`config.mk`:
```
export PLATFORM = sky130hd
export DESIGN_NAME = if_stage_flat
export DESIGN_NICKNAME = d
export VERILOG_FILES = /design/src/rtl/if_stage_if.sv /design/src/rtl/if_stage.sv /design/src/flat_wrapper.sv
export SDC_FILE = /design/constraint.sdc
export NUM_CORES = 1
export LEC_CHECK = 0
export ABC_AREA = 1
export BUFFER_PORTS_ARGS = -buffer_cell sky130_fd_sc_hd__buf_2
export CAP_MARGIN = 20
export CORE_UTILIZATION = 45
export DETAILED_ROUTE_END_ITERATION = 16
export GPL_TIMING_DRIVEN = 0
export PLACE_DENSITY = 0.82
export SETUP_SLACK_MARGIN = 0.05
export SYNTH_ARGS = -nofsm -noshare
export SYNTH_HDL_FRONTEND = slang
export SYNTH_SLANG_ARGS = --single-unit
export TNS_END_PERCENT = 20
```
`constraint.sdc`:
```
create_clock -name clk -period 3.4 [get_ports clk]
set_input_delay 0.34 -clock clk [delete_from_list [all_inputs] [get_ports clk]]
set_output_delay 0.34 -clock clk [all_outputs]
set_load 0.05 [all_outputs]
```
`src/rtl/if_stage_if.sv`:
```
// Fetch-stage bus: hazard/redirect controls and inst_mem data in, fetch address and IF/ID contents out.
interface if_stage_if #(
    parameter int WORD      = 64,
    parameter int INST_SIZE = 32,
    parameter int CNT_W     = 32
);
    logic                 stall;
    logic                 redirect_valid;
    logic [WORD-1:0]      redirect_pc;
    logic                 halt_req;
    logic [INST_SIZE-1:0] inst_i;
    logic [WORD-1:0]      pc_o;
    logic                 ifid_valid;
    logic [WORD-1:0]      ifid_pc;
    logic [INST_SIZE-1:0] ifid_inst;
    logic                 halted;
    logic [CNT_W-1:0]     fetch_cnt;

    // Driving side: hazard logic, redirect source and inst_mem.
    modport master (
        output stall, redirect_valid, redirect_pc, halt_req, inst_i,
        input  pc_o, ifid_valid, ifid_pc, ifid_inst, halted, fetch_cnt
    );

    // The fetch stage itself.
    modport slave (
        input  stall, redirect_valid, redirect_pc, halt_req, inst_i,
        output pc_o, ifid_valid, ifid_pc, ifid_inst, halted, fetch_cnt
    );
endinterface

```
`src/rtl/if_stage.sv`:
```
// LEGv8 instruction-fetch stage: PC register, IF/ID pipeline register,
// one-cycle boot bubble, sticky halt and a saturating fetch counter.
module if_stage #(
    parameter int              WORD      = 64,
    parameter int              INST_SIZE = 32,
    parameter int              CNT_W     = 32,
    parameter logic [WORD-1:0] RESET_PC  = '0
) (
    input  logic      clk,
    input  logic      rst,
    if_stage_if.slave bus
);
    typedef enum logic [1:0] {
        S_BOOT = 2'd0,
        S_RUN  = 2'd1,
        S_HALT = 2'd2
    } state_t;

    state_t               r_state,     w_state_nxt;
    logic [WORD-1:0]      r_pc,        w_pc_nxt;
    logic                 r_ifid_valid, w_ifid_valid_nxt;
    logic [WORD-1:0]      r_ifid_pc,   w_ifid_pc_nxt;
    logic [INST_SIZE-1:0] r_ifid_inst, w_ifid_inst_nxt;
    logic                 r_halted,    w_halted_nxt;
    logic [CNT_W-1:0]     r_cnt,       w_cnt_nxt;
    logic [WORD-1:0]      w_redirect_aligned;

    // Redirect targets are forced onto a word boundary.
    assign w_redirect_aligned = bus.redirect_pc & ~WORD'(3);

    // Next-state and next-register values; everything holds unless a branch below changes it.
    always_comb begin
        w_state_nxt      = r_state;
        w_pc_nxt         = r_pc;
        w_ifid_valid_nxt = r_ifid_valid;
        w_ifid_pc_nxt    = r_ifid_pc;
        w_ifid_inst_nxt  = r_ifid_inst;
        w_halted_nxt     = r_halted;
        w_cnt_nxt        = r_cnt;
        case (r_state)
            S_BOOT: begin
                w_state_nxt      = S_RUN;
                w_ifid_valid_nxt = 1'b0;
                if (bus.redirect_valid) begin
                    w_pc_nxt = w_redirect_aligned;
                end
            end
            S_RUN: begin
                if (bus.redirect_valid) begin
                    w_pc_nxt         = w_redirect_aligned;
                    w_ifid_valid_nxt = 1'b0;
                    w_ifid_inst_nxt  = '0;
                end else if (bus.halt_req) begin
                    w_state_nxt      = S_HALT;
                    w_halted_nxt     = 1'b1;
                    w_ifid_valid_nxt = 1'b0;
                end else if (!bus.stall) begin
                    w_ifid_pc_nxt    = r_pc;
                    w_ifid_inst_nxt  = bus.inst_i;
                    w_ifid_valid_nxt = 1'b1;
                    w_pc_nxt         = r_pc + WORD'(4);
                    if (r_cnt != '1) begin
                        w_cnt_nxt = r_cnt + CNT_W'(1);
                    end
                end
            end
            S_HALT: begin
                w_ifid_valid_nxt = 1'b0;
            end
            default: begin
                w_state_nxt = S_BOOT;
            end
        endcase
    end

    // State and pipeline registers with synchronous reset overriding all inputs.
    always_ff @(posedge clk) begin
        if (rst) begin
            r_state      <= S_BOOT;
            r_pc         <= RESET_PC;
            r_ifid_valid <= 1'b0;
            r_ifid_pc    <= '0;
            r_ifid_inst  <= '0;
            r_halted     <= 1'b0;
            r_cnt        <= '0;
        end else begin
            r_state      <= w_state_nxt;
            r_pc         <= w_pc_nxt;
            r_ifid_valid <= w_ifid_valid_nxt;
            r_ifid_pc    <= w_ifid_pc_nxt;
            r_ifid_inst  <= w_ifid_inst_nxt;
            r_halted     <= w_halted_nxt;
            r_cnt        <= w_cnt_nxt;
        end
    end

    assign bus.pc_o       = r_pc;
    assign bus.ifid_valid = r_ifid_valid;
    assign bus.ifid_pc    = r_ifid_pc;
    assign bus.ifid_inst  = r_ifid_inst;
    assign bus.halted     = r_halted;
    assign bus.fetch_cnt  = r_cnt;
endmodule

```
`src/flat_wrapper.sv`:
```
// flat-port wrapper written by rule: the top's interface ports become plain ports
module if_stage_flat 
#(
    parameter int              WORD      = 64,
    parameter int              INST_SIZE = 32,
    parameter int              CNT_W     = 32,
    parameter logic [WORD-1:0] RESET_PC  = '0
)
  (clk, rst, bus_stall, bus_redirect_valid, bus_redirect_pc, bus_halt_req, bus_inst_i, bus_pc_o, bus_ifid_valid, bus_ifid_pc, bus_ifid_inst, bus_halted, bus_fetch_cnt);
  if_stage_if #(.WORD(WORD), .INST_SIZE(INST_SIZE), .CNT_W(CNT_W)) bus_i ();
  input  logic clk;
  input  logic rst;
  input wire logic [$bits(bus_i.stall)-1:0] bus_stall;
  input wire logic [$bits(bus_i.redirect_valid)-1:0] bus_redirect_valid;
  input wire logic [$bits(bus_i.redirect_pc)-1:0] bus_redirect_pc;
  input wire logic [$bits(bus_i.halt_req)-1:0] bus_halt_req;
  input wire logic [$bits(bus_i.inst_i)-1:0] bus_inst_i;
  output wire logic [$bits(bus_i.pc_o)-1:0] bus_pc_o;
  output wire logic [$bits(bus_i.ifid_valid)-1:0] bus_ifid_valid;
  output wire logic [$bits(bus_i.ifid_pc)-1:0] bus_ifid_pc;
  output wire logic [$bits(bus_i.ifid_inst)-1:0] bus_ifid_inst;
  output wire logic [$bits(bus_i.halted)-1:0] bus_halted;
  output wire logic [$bits(bus_i.fetch_cnt)-1:0] bus_fetch_cnt;
  assign bus_i.stall = bus_stall;
  assign bus_i.redirect_valid = bus_redirect_valid;
  assign bus_i.redirect_pc = bus_redirect_pc;
  assign bus_i.halt_req = bus_halt_req;
  assign bus_i.inst_i = bus_inst_i;
  assign bus_pc_o = bus_i.pc_o;
  assign bus_ifid_valid = bus_i.ifid_valid;
  assign bus_ifid_pc = bus_i.ifid_pc;
  assign bus_ifid_inst = bus_i.ifid_inst;
  assign bus_halted = bus_i.halted;
  assign bus_fetch_cnt = bus_i.fetch_cnt;
  if_stage #(.WORD(WORD), .INST_SIZE(INST_SIZE), .CNT_W(CNT_W), .RESET_PC(RESET_PC)) u_core (.clk(clk), .rst(rst), .bus(bus_i));
endmodule
```
==> impl_metrics.ini, run 1 <==
[yosys]
synth-async-reset-ratio_pct = 0
ys.warnings.count = 0
synth_cell_types = 44
syn_area_per_cell_um2 = 6.40
yosys_register_bits = 192
synth_area_leaders = dfxtp_1 (37%), nand2_1 (17%), nor2_1 (7.7%), o21ai_0 (6.7%), a21oi_1 (6.6%)
synthAdderAreaFrac_pct = 0.239
synth_edf_count = 0
synth_top_family_by_area = simple AND/OR/NAND/NOR gates
yosys_most_used_dff = dfxtp_1
ys_seq_area_share_pct = 36.7
synth.area.mux_share_pct = 0
yosysTopAreaCellShare_pct = 36.7
synth_compound_area_share_pct = 16.9
syn_area_um2 = 10500
synthSimpleGateAreaFrac_pct = 34.6
synth_cells = 1635
synthXorXnorAreaFrac_pct = 2.59
yosysTopAreaCell = dfxtp_1

[route]
top_layer = met4
drc = 0
wire_per_inst_um = 19.0
m1WireLength_um = 18100
route.met3.wl_um = 3930
drtIter0Drc = 1364
dr.pass1.iters = 6
viasPerCell = 5.47
wirelength_um = 42600
met2_length_um = 19000
ant_nets = 0
vias = 12300

[hold_path]
hold_end = u_core.bus.ifid_inst[15]
holdCritStartpoint = bus_inst_i[15]
hold_depth = 3
hold_class = primary input to register

[clock_tree]
htreeDepth = 4
cts_tree = done
clkTransAtPathRegs_ns = 0.08
hold_buffers = 0
postCtsSetupBuffers = 0
cts_buffer_depth = 2
clk_latency_ns = 0.45
root_buffer = clkbuf_16
post_cts_resized = 0
cts_sinks = 192
cts_buffers = 17

[critical_path]
cp_cell_sequence = inv_2, nand2_1, nor2_2, buf_2, clkbuf_1, nand3_1, nand2_1, a21oi_1
cp.required_ns = 3.71
worstPathArrival_ns = 2.84
reg2reg_depth = 8
critPathMaxStageDelay_ns = 0.61
cp_top_family = buffers and inverters
worstPathMaxFanout = 10
path_class = register to register
cp_num_buf_inv = 3
rr_startpoint = u_core.r_state[1]
reg2reg_to = u_core.bus.pc_o[38]
crit_path_end_kind = register
cp-start-kind = register
r2r_slack_ns = 0.87
path_common_cell = nand2_1
cpMaxStageDelayCell = clkbuf_1

[timing]
max-slew-margin-rel_pct = 50.7
setup_viol = 0
rsz0062_at_grt = false
period_share_pct = 74.4
fin_crit_ns = 2.53
tightest_slew_ns = 0.740
slew_viol_final = 0
hold_viol = 0
max_freq_mhz = 395
finClkSkew_ns = 0.0120
tns_ns = 0

[layout]
multiInputGateArea_um2 = 5700
final_area_um2 = 12900
nets = 2047
area_growth_pct = 23.2
mostFrequentLayoutCells = nand2_1 (483), buf_2 (319), nor2_1 (215)
n_fill_cell = 2214
final_common_cell = nand2_1
seq_area_um2 = 3840
drive_gt1_share_pct = 21.9

[global_route]
grt_max_degree = 20
grt_pass1_wl_um = 63800
overflow = 0
antenna_found_initial = 0
grt_pass1_vias = 11100
track_usage_pct = 35.2

[placed_design]
place_area_um2 = 12300
place.port_buffers = 287
gp_congestion = 1.02
place_hpwl_um = 33500

[die]
num_rows = 55
die-area_um2 = 23900
die_h_um = 155
io_pins = 295
initial_utilization_pct = 46.1
core_um2 = 22700
die_w_um = 155

[job]
drv_cap = 0

[outcome]
status = finished clean

[power_and_ir_drop]
p_per_area_nw_per_um2 = 445
p_leak_uw = 0.00583
ir_drop_v = 0.000244
metrics by stage:
step | hold slack [ns] | setup slack (ns) | total power, uW | utilization (%) | std cells
after floorplan | 0.488 | 1.28 | 3230 | - | 1638
final | 0.138 | 0.869 | 5740 | 56.8 | 2243
after global placement | 0.437 | 0.944 | 3590 | 54.0 | 2210
after detailed placement | 0.443 | 0.946 | 3600 | 54.0 | 2210
after CTS | 0.131 | 0.944 | 5710 | 56.8 | 2242
after global routing | 0.124 | 0.834 | 5910 | 56.8 | 2242
area by class of cell:
| class | count | share of cell area, % |
|---|---|---|
| Tap cell | 285 | 2.77 |
| Multi-Input combinational cell | 1225 | 44.2 |
| Clock inverter | 14 | 1.47 |
| Timing Repair Buffer | 287 | 11.1 |
| Buffer | 77 | 3.09 |
| Sequential cell | 192 | 29.8 |
| Inverter | 144 | 4.19 |
| Clock buffer | 18 | 3.33 |
| Antenna cell | 1 | 0.0194 |
synthesized netlist by cell type (12+ instances only):
master / number
a21oi_1: 138
nand2_2: 13
a21oi_2: 16
nor3_1: 17
inv_1: 136
xor2_1: 20
clkbuf_1: 34
nor2_1: 215
buf_2: 32
nand4_1: 17
dfxtp_1: 192
nand3_1: 80
o21ai_0: 140
nand2_1: 483
nor2_4: 12
report_power, final:
| group | internal, uW | switching, uW |
|---|---|---|
| Combinational | 270 | 794 |
| Sequential | 2350 | 160 |
| Clock | 1130 | 1040 |
| Total | 3750 | 1990 |
logic make-up after synthesis:
group | count (synthesis)
simple gates | 862
flops | 192
other cells | 1
fa+ha+maj | 2
xor+xnor | 31
compound gates | 326
buf+inv | 221
how the worst max path moves through the flow:
| stage | from | end | slack (ns) | cells past startpoint |
|---|---|---|---|---|
| 4_1_cts | u_core.r_state[1] | u_core.bus.pc_o[38] | 0.94 | 8 |
| 3_5_place_dp | u_core.r_state[1] | u_core.bus.pc_o[38] | 0.95 | 8 |
| 2_1_floorplan | u_core.bus.pc_o[3] | u_core.bus.pc_o[24] | 1.28 | 9 |
| 6_report | u_core.r_state[1] | u_core.bus.pc_o[38] | 0.87 | 8 |
| 3_3_place_gp | u_core.r_state[1] | u_core.bus.pc_o[38] | 0.94 | 8 |
| 5_1_grt | u_core.r_state[1] | u_core.bus.pc_o[38] | 0.83 | 8 |
worst reg2reg max path, delay by kind of cell (launching register included):
family	cells	cell delay, ns
compound gates	1	0.07
buf+inv	3	1.07
flops	1	0.38
simple gates	4	0.89
registers in the layout (all words and copies together), names as in the netlist:
register	cells
u_core.bus.halted	1
u_core.r_state	2
u_core.bus.ifid_valid	1
u_core.bus.ifid_pc	62
u_core.bus.pc_o	62
u_core.bus.fetch_cnt	32
u_core.bus.ifid_inst	32
metal layers:
| metal | up-vias | global-route usage (%) |
|---|---|---|
| li1 | 5861 | - |
| met1 | 5685 | 47.5 |
| met2 | 626 | 55.5 |
| met3 | 95 | 6.16 |
| met4 | 0 | 14.3 |
| met5 | - | 0 |
No activity file was read; power rests on OpenSTA's default activity.
==> run 2, diff against run 1 <==
==> constraint.sdc (replaced) <==
create_clock -name clk -period 2.35 [get_ports clk]
set_input_delay 0.235 -clock clk [delete_from_list [all_inputs] [get_ports clk]]
set_output_delay 0.235 -clock clk [all_outputs]
set_load 0.05 [all_outputs]
==> run 2 against run 1 <==
Effect of this change: register-to-register slack got worse by 0.76 ns; global-route usage did not move; sequential share of layout area barely moved; worst hold slack got worse by 0.11 ns; cell count did not move; maximum frequency rose by 13%; largest power group unchanged.
==> impl_metrics.ini, run 2 (synthesized netlist as in run 1, its figures left out) <==
[route]
top_layer = met4
m1WireLength_um = 18100
met2_length_um = 18900
ant_nets = 0
viasPerCell = 5.51
vias = 12400
drc = 0
dr.pass1.iters = 7
drtIter0Drc = 1502
wirelength_um = 42600
wire_per_inst_um = 19.0
route.met3.wl_um = 4020

[layout]
layoutNonFillerInstCount = 2243
drive_gt1_share_pct = 22.1
mostFrequentLayoutCells = nand2_1 (483), buf_2 (319), nor2_1 (215)
final_area_um2 = 12900
nets = 2047
final_core_util_pct = 56.8
n_fill_cell = 2210
final_common_cell = nand2_1
area_growth_pct = 23.2

[global_route]
grt_max_degree = 20
grt_pass1_wl_um = 63800
grt_pass1_vias = 11100
track_usage_pct = 35.2
overflow = 0
antenna_found_initial = 0

[power_and_ir_drop]
ir_drop_v = 0.000355
clockPowerShare_pct = 37.7
internal_power_uw = 5420
p_sw_share_pct = 34.7
seq_power_share_pct = 43.7
combPwrFrac_pct = 18.6
p_sw_uw = 2880
p_per_area_nw_per_um2 = 644
p_leak_uw = 0.00583

[outcome]
status = finished clean

[die]
num_rows = 55
die_h_um = 155
die_w_um = 155
initial_utilization_pct = 46.1
io_pins = 295
die-area_um2 = 23900
core_um2 = 22700

[critical_path]
cp_num_buf_inv = 2
worstPathMaxFanout = 5
worstPathArrival_ns = 2.61
cp_top_family = simple AND/OR/NAND/NOR gates
r2r_slack_ns = 0.10
critPathMaxStageDelay_ns = 0.38
path_common_cell = nand2_1
cpMaxStageDelayCell = dfxtp_1
cp.required_ns = 2.72
path_class = register to register
cp_cell_sequence = inv_2, nand2_1, nor2_2, nand3_1, inv_2, nand3_1, nor2_1, nand2_1, nand2_1, nand2_1, a21oi_1
crit_path_end_kind = register
cp-start-kind = register

[placed_design]
dp_cells = 2210
place_hpwl_um = 33500
place.port_buffers = 287
pre_cts_ws_ns = -0.104
gp_congestion = 1.02
place_area_um2 = 12300

[clock_tree]
htreeDepth = 4
root_buffer = clkbuf_16
hold_buffers = 0
postCtsSetupBuffers = 0
cts_tree = done
cts_buffers = 17
cts_sinks = 192
cts_buffer_depth = 2
clkTransAtPathRegs_ns = 0.08
clk_latency_ns = 0.45

[timing]
fin_crit_ns = 2.25
period_share_pct = 95.6
finClkSkew_ns = 0.0117
setup_slack_ns = 0.105
hold_viol = 0
setup_viol = 0
tightest_slew_ns = 0.717
rsz0062_at_grt = false
max-slew-margin-rel_pct = 52.2
slew_viol_final = 0
holdWs_ns = 0.0325
max_freq_mhz = 445

[hold_path]
hold_class = primary input to register

[job]
drv_cap = 0
==> run 2: cell counts in the layout (fill, tap and decap cells not counted) <==
No cell type changed its count.
==> run 2: worst register-to-register path: stages, from the launching register on <==
cell	delay (ns)
dfxtp_1	0.38
inv_2	0.09
nand2_1	0.06
nor2_2	0.38
nand3_1	0.33
inv_2	0.15
nand3_1	0.17
nor2_1	0.26
nand2_1	0.10
nand2_1	0.07
nand2_1	0.05
a21oi_1	0.13
==> run 2: final timing paths <==
path | startpoint | endpoint | depth (start not counted)
worst min register to register | u_core.bus.halted | u_core.bus.halted | 2
worst max-delay path | u_core.r_state[1] | u_core.bus.pc_o[41] | 11
worst min-delay path | bus_inst_i[10] | u_core.bus.ifid_inst[10] | 3
worst max register to register | u_core.r_state[1] | u_core.bus.pc_o[41] | 11
==> run 2: per-stage QoR <==
stage                     power, uW  setup TNS, ns
after global placement         5190         -0.106
final                          8310              0
after CTS                      8270              0
after detailed placement       5200         -0.104
after floorplan                4670              0
after global routing           8550              0
==> run 2: final cells by class <==
cell class                      instances  area, um2  share of cell area, %
Antenna cell                            1       2.50                 0.0194
Inverter                              144        541                   4.19
Clock buffer                           18        429                   3.33
Buffer                                 77        399                   3.09
Tap cell                              285        357                   2.76
Clock inverter                         14        189                   1.46
Sequential cell                       192       3850                   29.8
Multi-Input combinational cell       1225       5700                   44.2
Timing Repair Buffer                  287       1440                   11.1
==> run 2: what timing repair did <==
item | CTS | global route
resized for setup | 1 | 3
endpoints found under the setup margin | 4 | 24
pin swaps | 0 | 1
==> run 2: metal layers <==
| layer | up-vias | global-route usage (%) |
|---|---|---|
| li1 | 5864 | - |
| met1 | 5712 | 47.5 |
| met2 | 679 | 55.5 |
| met3 | 98 | 6.16 |
| met4 | 0 | 14.3 |
| met5 | - | 0 |
==> run 2: power by group through the flow <==
stage	Combinational, uW	Clock (uW)	Sequential (uW)
5_1_grt	1630	3270	3640
4_1_cts	1520	3130	3620
2_1_floorplan	559	0	4110
6_report	1540	3130	3630
3_3_place_gp	1500	0	3690
3_5_place_dp	1510	0	3690
